==> src/rtl/alu_pkg.sv <==
// rtl/alu_pkg.sv - shared function codes, status bits, FSM states and instruction fields
package alu_pkg;

    localparam logic [3:0] NOP = 4'h0;
    localparam logic [3:0] ADD = 4'h1;
    localparam logic [3:0] SUB = 4'h2;
    localparam logic [3:0] MUL = 4'h3;
    localparam logic [3:0] AND = 4'h4;
    localparam logic [3:0] OR  = 4'h5;
    localparam logic [3:0] XOR = 4'h6;
    localparam logic [3:0] NOT = 4'h7;
    localparam logic [3:0] SHL = 4'h8;
    localparam logic [3:0] SHR = 4'h9;
    localparam logic [3:0] INC = 4'hA;
    localparam logic [3:0] DEC = 4'hB;
    localparam logic [3:0] CMP = 4'hC;

    localparam int EQU    = 0;
    localparam int NEQU   = 1;
    localparam int BTHAN  = 2;
    localparam int BEQUAL = 3;
    localparam int LTHAN  = 4;
    localparam int LEQUAL = 5;

    typedef enum logic [1:0] {IDLE, EXEC, FLAG} state_t;

    localparam int OP_HI   = 31;
    localparam int OP_LO   = 28;
    localparam int IMM_BIT = 27;
    localparam int RD_HI   = 26;
    localparam int RD_LO   = 24;
    localparam int RA_HI   = 23;
    localparam int RA_LO   = 21;
    localparam int RB_HI   = 20;
    localparam int RB_LO   = 18;

    // Only plain ALU functions write a result; CMP and illegal ops update flags only.
    function automatic logic op_writes(input logic [3:0] op);
        return op <= DEC;
    endfunction

endpackage

==> src/rtl/alu_issue_stage_regfile.sv <==
// rtl/alu_issue_stage_regfile.sv - 8x32 register file, two read ports plus debug, r0 hardwired to zero
module regfile8x32 #(
    parameter int NREGS = 8
) (
    input  logic        clk,
    input  logic        rst_n,
    input  logic        i_we,
    input  logic [2:0]  i_waddr,
    input  logic [31:0] i_wdata,
    input  logic [2:0]  i_raddr_a,
    input  logic [2:0]  i_raddr_b,
    input  logic [2:0]  i_dbg_addr,
    output logic [31:0] o_rdata_a,
    output logic [31:0] o_rdata_b,
    output logic [31:0] o_dbg_data
);

    logic [31:0] r_mem [NREGS];

    // Clear wins over a write landing on the same edge.
    always_ff @(posedge clk) begin
        if (!rst_n) begin
            for (int i = 0; i < NREGS; i++) begin
                r_mem[i] <= '0;
            end
        end else if (i_we && i_waddr != 3'd0) begin
            r_mem[i_waddr] <= i_wdata;
        end
    end

    assign o_rdata_a  = (i_raddr_a  == 3'd0) ? 32'd0 : r_mem[i_raddr_a];
    assign o_rdata_b  = (i_raddr_b  == 3'd0) ? 32'd0 : r_mem[i_raddr_b];
    assign o_dbg_data = (i_dbg_addr == 3'd0) ? 32'd0 : r_mem[i_dbg_addr];

endmodule

==> src/rtl/alu_issue_stage.sv <==
// rtl/alu_issue_stage.sv - serialized issue/write-back stage feeding an external 32-bit ALU
module alu_issue_stage
    import alu_pkg::*;
#(
    parameter int NREGS = 8,
    parameter int IMM_W = 18
) (
    input  logic        clk,
    input  logic        rst_n,
    input  logic        instr_valid,
    output logic        instr_ready,
    input  logic [31:0] instr,
    output logic [31:0] alu_a,
    output logic [31:0] alu_b,
    output logic [31:0] alu_imm_val,
    output logic        alu_imm,
    output logic [3:0]  alu_func,
    input  logic [31:0] alu_out,
    input  logic [7:0]  alu_status,
    output logic        done,
    output logic [7:0]  flags,
    output logic        illegal,
    input  logic [2:0]  dbg_addr,
    output logic [31:0] dbg_data
);

    state_t      r_state;
    state_t      w_next;
    logic [31:0] r_ireg;
    logic [7:0]  r_flags;
    logic [3:0]  w_op;
    logic [3:0]  w_func;
    logic        w_we;
    logic [31:0] w_rd_a;
    logic [31:0] w_rd_b;

    assign w_op = r_ireg[OP_HI:OP_LO];

    always_comb begin
        if (w_op == CMP)
            w_func = SUB;
        else if (op_writes(w_op))
            w_func = w_op;
        else
            w_func = NOP;
    end

    always_ff @(posedge clk) begin
        if (!rst_n) begin
            r_state <= IDLE;
            r_ireg  <= '0;
            r_flags <= '0;
        end else begin
            r_state <= w_next;
            if (r_state == IDLE && instr_valid)
                r_ireg <= instr;
            // alu_status was latched by the ALU at the EXEC edge.
            if (r_state == FLAG)
                r_flags <= alu_status;
        end
    end

    always_comb begin
        w_next      = r_state;
        instr_ready = 1'b0;
        alu_a       = '0;
        alu_b       = '0;
        alu_imm_val = '0;
        alu_imm     = 1'b0;
        alu_func    = NOP;
        w_we        = 1'b0;
        done        = 1'b0;
        illegal     = 1'b0;
        case (r_state)
            IDLE: begin
                instr_ready = 1'b1;
                if (instr_valid)
                    w_next = EXEC;
            end
            EXEC: begin
                alu_a       = w_rd_a;
                alu_b       = w_rd_b;
                alu_imm     = r_ireg[IMM_BIT];
                alu_imm_val = {{(32-IMM_W){1'b0}}, r_ireg[IMM_W-1:0]};
                alu_func    = w_func;
                w_we        = op_writes(w_op);
                w_next      = FLAG;
            end
            FLAG: begin
                done    = 1'b1;
                illegal = (w_op > CMP);
                w_next  = IDLE;
            end
            default: w_next = IDLE;
        endcase
    end

    assign flags = r_flags;

    regfile8x32 #(.NREGS(NREGS)) u_regfile (
        .clk        (clk),
        .rst_n      (rst_n),
        .i_we       (w_we),
        .i_waddr    (r_ireg[RD_HI:RD_LO]),
        .i_wdata    (alu_out),
        .i_raddr_a  (r_ireg[RA_HI:RA_LO]),
        .i_raddr_b  (r_ireg[RB_HI:RB_LO]),
        .i_dbg_addr (dbg_addr),
        .o_rdata_a  (w_rd_a),
        .o_rdata_b  (w_rd_b),
        .o_dbg_data (dbg_data)
    );

endmodule

==> config.mk <==
export PLATFORM = sky130hd
export DESIGN_NAME = alu_issue_stage
export DESIGN_NICKNAME = d
export VERILOG_FILES = /design/src/rtl/alu_pkg.sv /design/src/rtl/alu_issue_stage_regfile.sv /design/src/rtl/alu_issue_stage.sv
export SDC_FILE = /design/constraint.sdc
export NUM_CORES = 1
export LEC_CHECK = 0
export CORE_MARGIN = 1
export CORE_UTILIZATION = 40
export CTS_CLUSTER_DIAMETER = 30
export DETAILED_ROUTE_END_ITERATION = 12
export PLACE_DENSITY = 0.65
export SKIP_LAST_GASP = 1
export SLEW_MARGIN = 20
export SYNTH_ARGS = -nofsm -noshare
export SYNTH_HDL_FRONTEND = slang
export SYNTH_SLANG_ARGS = --single-unit
==> constraint.sdc <==
create_clock -name clk -period 6.1 [get_ports clk]
set_clock_uncertainty 0.15 [all_clocks]
set_input_delay 1.22 -clock clk [delete_from_list [all_inputs] [get_ports clk]]
set_output_delay 1.22 -clock clk [all_outputs]
set_load 0.02 [all_outputs]
## Word-level counts from Yosys, hierarchy flattened

Memories as Yosys holds them, arrays and structs flattened. A register that Yosys moved wholly into a read port is not among the register bits.
Cells that the tools add are included.

| cells by class | value |
|---|---|
| order comparisons | 2 |
| eq/ne operators | 4 |
| muxes and demuxes | 27 |
| reduce and logical (&&, ||, !) cells | 8 |

Operators by type and width:

| kind | number |
|---|---|
| $mux W32 | 6 |
| $reduce_or A32 Y1 | 1 |
| $mux W18 | 1 |
| $mux W3 | 5 |
| $mux W4 | 3 |
| $mux W1 | 10 |
| $logic_not A3 Y1 | 3 |
| $eq A4 B4 Y1 const B | 1 |
| $gt A4 B4 Y1 const B | 1 |
| $le A4 B4 Y1 const B | 1 |
| $pmux W2 S2 | 1 |
| $reduce_bool A3 Y1 | 1 |
| $eq A2 B1 Y1 const B | 1 |
| $eq A2 B2 Y1 const B | 1 |
| $logic_and A1 B1 Y1 | 2 |
| $logic_not A2 Y1 | 1 |
| $mux W2 | 1 |
| $ne A2 B2 Y1 const B | 1 |

| storage, ports and cells | value |
|---|---|
| register bits | 42 |
| bits in writable memories | 256 |
| bits of input ports | 78 |
| output and inout port bits | 144 |
| memories | 1 |

Memory list:

| name | words | bits a word | read ports | clocked after Yosys merged registers in | write ports | RTL line | source |
|---|---|---|---|---|---|---|---|
| u_regfile.r_mem | 8 | 32 | 3 | 2 | 8 | alu_issue_stage_regfile.sv:18 | `logic [31:0] r_mem [NREGS];` |

## Longest topological paths before layout

| logic depth | value |
|---|---|
| depth in word-level cells | 8 |
| mapped depth | 6 |
| depth with buffers taken out | 4 |

## Hierarchy

Synthesis repeated with hierarchy kept, for this count alone.

| unflattened totals | value |
|---|---|
| cell total of the unflattened synthesis | 1384 |
| area total of the unflattened synthesis | 16851.2 sq um |

By module, submodules not included:

| module | times used | cells an instance | area each (sq um) |
|---|---|---|---|
| regfile8x32 | 1 | 1082 | 14480.1 |
| alu_issue_stage | 1 | 302 | 2371.0 |

## Worst setup path after synthesis

Ideal clock, no wire load.

| path | value |
|---|---|
| kind | input-to-reg |
| from | input rst_n |
| to | memory u_regfile.r_mem[2][0], enable pin |
| library setup time | 0.466 ns |
| arrival | 4.260 ns |
| slack | 1.224 ns |
| stages | 5 |
| buffers on the path | 2 |
| cells stage by stage | clkbuf_2 > nor2b_1 > nand4_2 > buf_2 > o21ai_0 |

RTL lines:

| item | RTL line | source |
|---|---|---|
| start: declaration | alu_issue_stage.sv:9 | `input logic rst_n,` |
| end: declaration | alu_issue_stage_regfile.sv:18 |  |

## Final worst setup path

| path | value |
|---|---|
| from | input dbg_addr[1] |
| to | output dbg_data[28] |

| on the way | value |
|---|---|
| longest elaborated chain between the ends | 2 |
| elaborated cells between the ends (all ways) | 3 |

Ends and longest elaborated chain:

| item | RTL line | source |
|---|---|---|
| start: declaration | alu_issue_stage.sv:23 | `input logic [2:0] dbg_addr,` |
| $mem_v2 Z8 W32 or $logic_not A3 Y1 (tied branches) | - |  |
| $mux W32 * | alu_issue_stage_regfile.sv:33 | `assign o_dbg_data = (i_dbg_addr == 3'd0) ? 32'd0 : r_mem[i_dbg_addr];` |
| end: declaration | alu_issue_stage.sv:24 | `output logic [31:0] dbg_data` |

Every way passes the cells marked *; elsewhere a longest branch is shown, timed or not.

==> summary.md <==
| Metric | Value |
|---|---|
| Peak supply drop | 0.1957 mV |
| CTS Hold Buffers Added | 0 |
| Drt wl/cell | about 24 um |
| I/O Buffers | ~210 |
| Crit path max-delay cell type | clkdlybuf4s50_1 |
| Area of the multi-input gates | 0.007555 mm2 |
| Critical Path Sink Type | output pin |
| Worst hold slack | slightly below 0.3 ns |
| Post-Route WL | ~50000 um |
| Post-route setup TNS | 0 ns |
| TritonCTS Buffers | slightly below 80 |
| Final Hold Fails | 0 |
| Cells after synthesis | 1225 |
| GRT Util Overall | 0.2422 |
| Min cycle time layout | just under 5 ns |
| Status | finished with violations |
| Clock transition at path regs | 0.04 ns |
| Boundary pin count | between 200 and 250 |
| Crit path from | dbg_addr[1] |
| Min-delay src | r_ireg[2]$_SDFFE_PN0P_ |
| Die area | roughly 0.043 mm2 |
| CTS tree | done |
| Post-Syn Area | roughly 0.017 mm2 |
| CP delay by family, top | buffers and inverters |
| Area delta synth->final | 32.70% |
| R2r startpoint | r_state[0]$_SDFFE_PN0P_ |
| First-pass GRT wire length | ~75000 um |
| Setup Buffers After CTS | 0 |
| Pin slew with the least headroom to its limit | roughly 1.1 ns |
| Netlist cell types | 34 |
| Vias per Instance | roughly 5.7 |
| Avg Inst Size Synth | ~14 um2 |
| Buf+Inv Stages, Crit Path | 3 |
| Die height | just over 200 um |
| CTS Buffer Depth | 3 |
| CTS H-tree lvls | 3 |
| Power Dens Cells | 330.5 mW/mm2 |
| WS Path Type | in2out |
| Critical Path Max Stage Delay | ~0.61 ns |
| Achievable frequency | approximately 200 MHz |
| Unrepaired setup endpoints after global routing | false |
| Worst-path cell chain | buf_2 -> buf_4 -> mux4_2 -> nand2_1 -> o21ai_0 -> clkdlybuf4s50_1 |
| Core box area | roughly 0.04 mm2 |
| Antenna cells | 0 |
| Worst-Skew Late Latency | about 0.58 ns |
| Seq cells post-synth | between 300 and 400 |
| Post-CTS sizing | 0 |
| Initial Util | 0.4071 |
| Failing checks | DRC |
| Leakage | about 0.0078 uW |
| Post-route cell area | 0.02216 mm2 |
| Post-synth top area cell | edfxtp_1 |
| Worst path arrival time | ~3.6 ns |
| Via count | 11841 |
| Die Span X | just over 200 um |
| Ys Warns | 0 |
| GRT overflow | 0 |
| Worst-path fanout max | 26 |
| Placed inst area | slightly below 0.02 mm2 |
| Antenna viol nets, final | 0 |
| Detailed Routing Iterations Pass 1 | 9 |
| Residual DRC | 21 |
| Nets@finish | about 1500 |
| CP Launch Type | primary input |
| Floorplan row count | 74 |
| DP HPWL | between 20000 and 30000 um |
| Worst EP required | ~4.7 ns |
| Layout cell share with drive strength beyond 1 | 0.2541 |
| Vias in the first global route | around 13000 |
| Initial antenna violation count | 2 |
| CTS root buf | clkbuf_16 |
| Global placement routability congestion | about 0.77 |
| Post-synth ARST share | 0 |
| Top_reg_cell synth | edfxtp_1 |
| Largest net degree at the start of global routing | between 60 and 70 |
| Setup violators final | 0 |
| Initial DRC Count | 1075 |
| Post-synthesis sequential area ratio | 0.5179 |
| Synth top area share | 0.4604 |
| Final period util | 0.8076 |
| TritonCTS Sinks | about 300 |
| Slew Viols, Final | 0 |
| Max-cap violation count | 0 |
| Hold WC Path Type | reg2reg |
| Post-synth EDFFs | approximately 260 |
| Worst rel slew slack | 0.2995 |
| Register area | roughly 0.0087 mm2 |
| Area contributors post-synth | edfxtp_1 (46%), mux4_2 (22%), dfxtp_1 (5.8%) |
| Number of fill cells in the layout | ~3300 |
-- path summary, 6_finish.rpt --
check,slack (ns),depth (start not counted),to
worst max register to register,2.67,4,u_regfile.r_mem[2][25]$_SDFFCE_PN0P_
worst max-delay path,1.17,6,dbg_data[28]
worst min-delay path,0.30,2,r_ireg[2]$_SDFFE_PN0P_
worst min register to register,0.30,2,r_ireg[2]$_SDFFE_PN0P_
-- area by class of cell --
| cell class | count | area share |
|---|---|---|
| clock buffer | 96 | 0.1007 |
| clock inverter | 47 | 0.02276 |
| inverter | 34 | 0.005760 |
| multi-input combinational | 804 | 0.3410 |
| sequential | 304 | 0.3908 |
| tap | 532 | 0.03004 |
| timing repair buffer | 246 | 0.1090 |
-- stage by stage --
step | util | cells | setup slack (ns) | total power (uW)
floorplan | - | 1270 | 1.224 | 2879
global placement | 0.4735 | 1920 | 1.268 | 3150
detailed placement | 0.4735 | 1920 | 1.257 | 3160
CTS | 0.5402 | 2063 | 1.237 | 7369
global route | 0.5402 | 2063 | 1.129 | 7538
finish | 0.5402 | 2063 | 1.174 | 7323
-- cell families after synthesis --
logic type             share of synthesized area
other                                  0.0002246
and+or+nand+nor                           0.1283
buffers and inverters                    0.04541
muxes                                     0.2374
DFF                                       0.5179
AOI/OAI and AO/OA                        0.07074
-- power by group --
| part | switching [uW] | total [uW] | internal (uW) |
|---|---|---|---|
| logic | 361 | 697 | 336 |
| clock network | 1270 | 4200 | 2930 |
| registers | 81.1 | 2430 | 2350 |
| total | 1710 | 7320 | 5610 |
-- metal layers --
metal | share of wire | track usage
met1 | 0.38 | 0.2954
met2 | 0.49 | 0.4053
met3 | 0.099 | 0.07096
met4 | 0.024 | 0.09007
met5 | 0.00022 | 0
-- worst min-delay path: cells and delay by family (launching register included) --
| family | cells | cell delay, ns |
|---|---|---|
| AO/OA/AOI/OAI | 1 | 0.05 |
| AND/OR/NAND/NOR | 1 | 0.05 |
| flip-flops | 1 | 0.29 |
-- cell usage in the layout, fill, tap and decap left out, types with 7 or more instances in the layout --
cell and n:
a22o_1 64, mux4_2 160, a21oi_1 41, o21ai_0 32
mux2_2 32, clkbuf_16 88, clkinv_4 7, bufinv_16 8
nor3_1 99, nand2_1 116, buf_4 35, clkinvlp_4 9
clkdlybuf4s50_1 204, a22oi_1 32, clkbuf_1 8, and2_1 148
dfxtp_1 44, clkinv_1 10, clkinv_2 7, edfxtp_1 256
inv_1 32, conb_1 46
-- sequential cells by signal, indices dropped and copies added, names as in the netlist, named ones only --
name / count
u_regfile.r_mem: 256
flags: 8
r_state: 2
r_ireg: 32
-- synthesized netlist by cell type (14+ instances only) --
cell type  count
inv_1         32
clkbuf_2      14
nor3_1        99
mux4_2       160
mux2_2        32
buf_4         24
a22oi_1       32
nand2_1      116
buf_2         28
clkbuf_1      52
a21oi_1       41
o21ai_0       35
edfxtp_1     256
a22o_1        64
dfxtp_1       48
and2_1       148
Power figures use the tool's default switching activity.
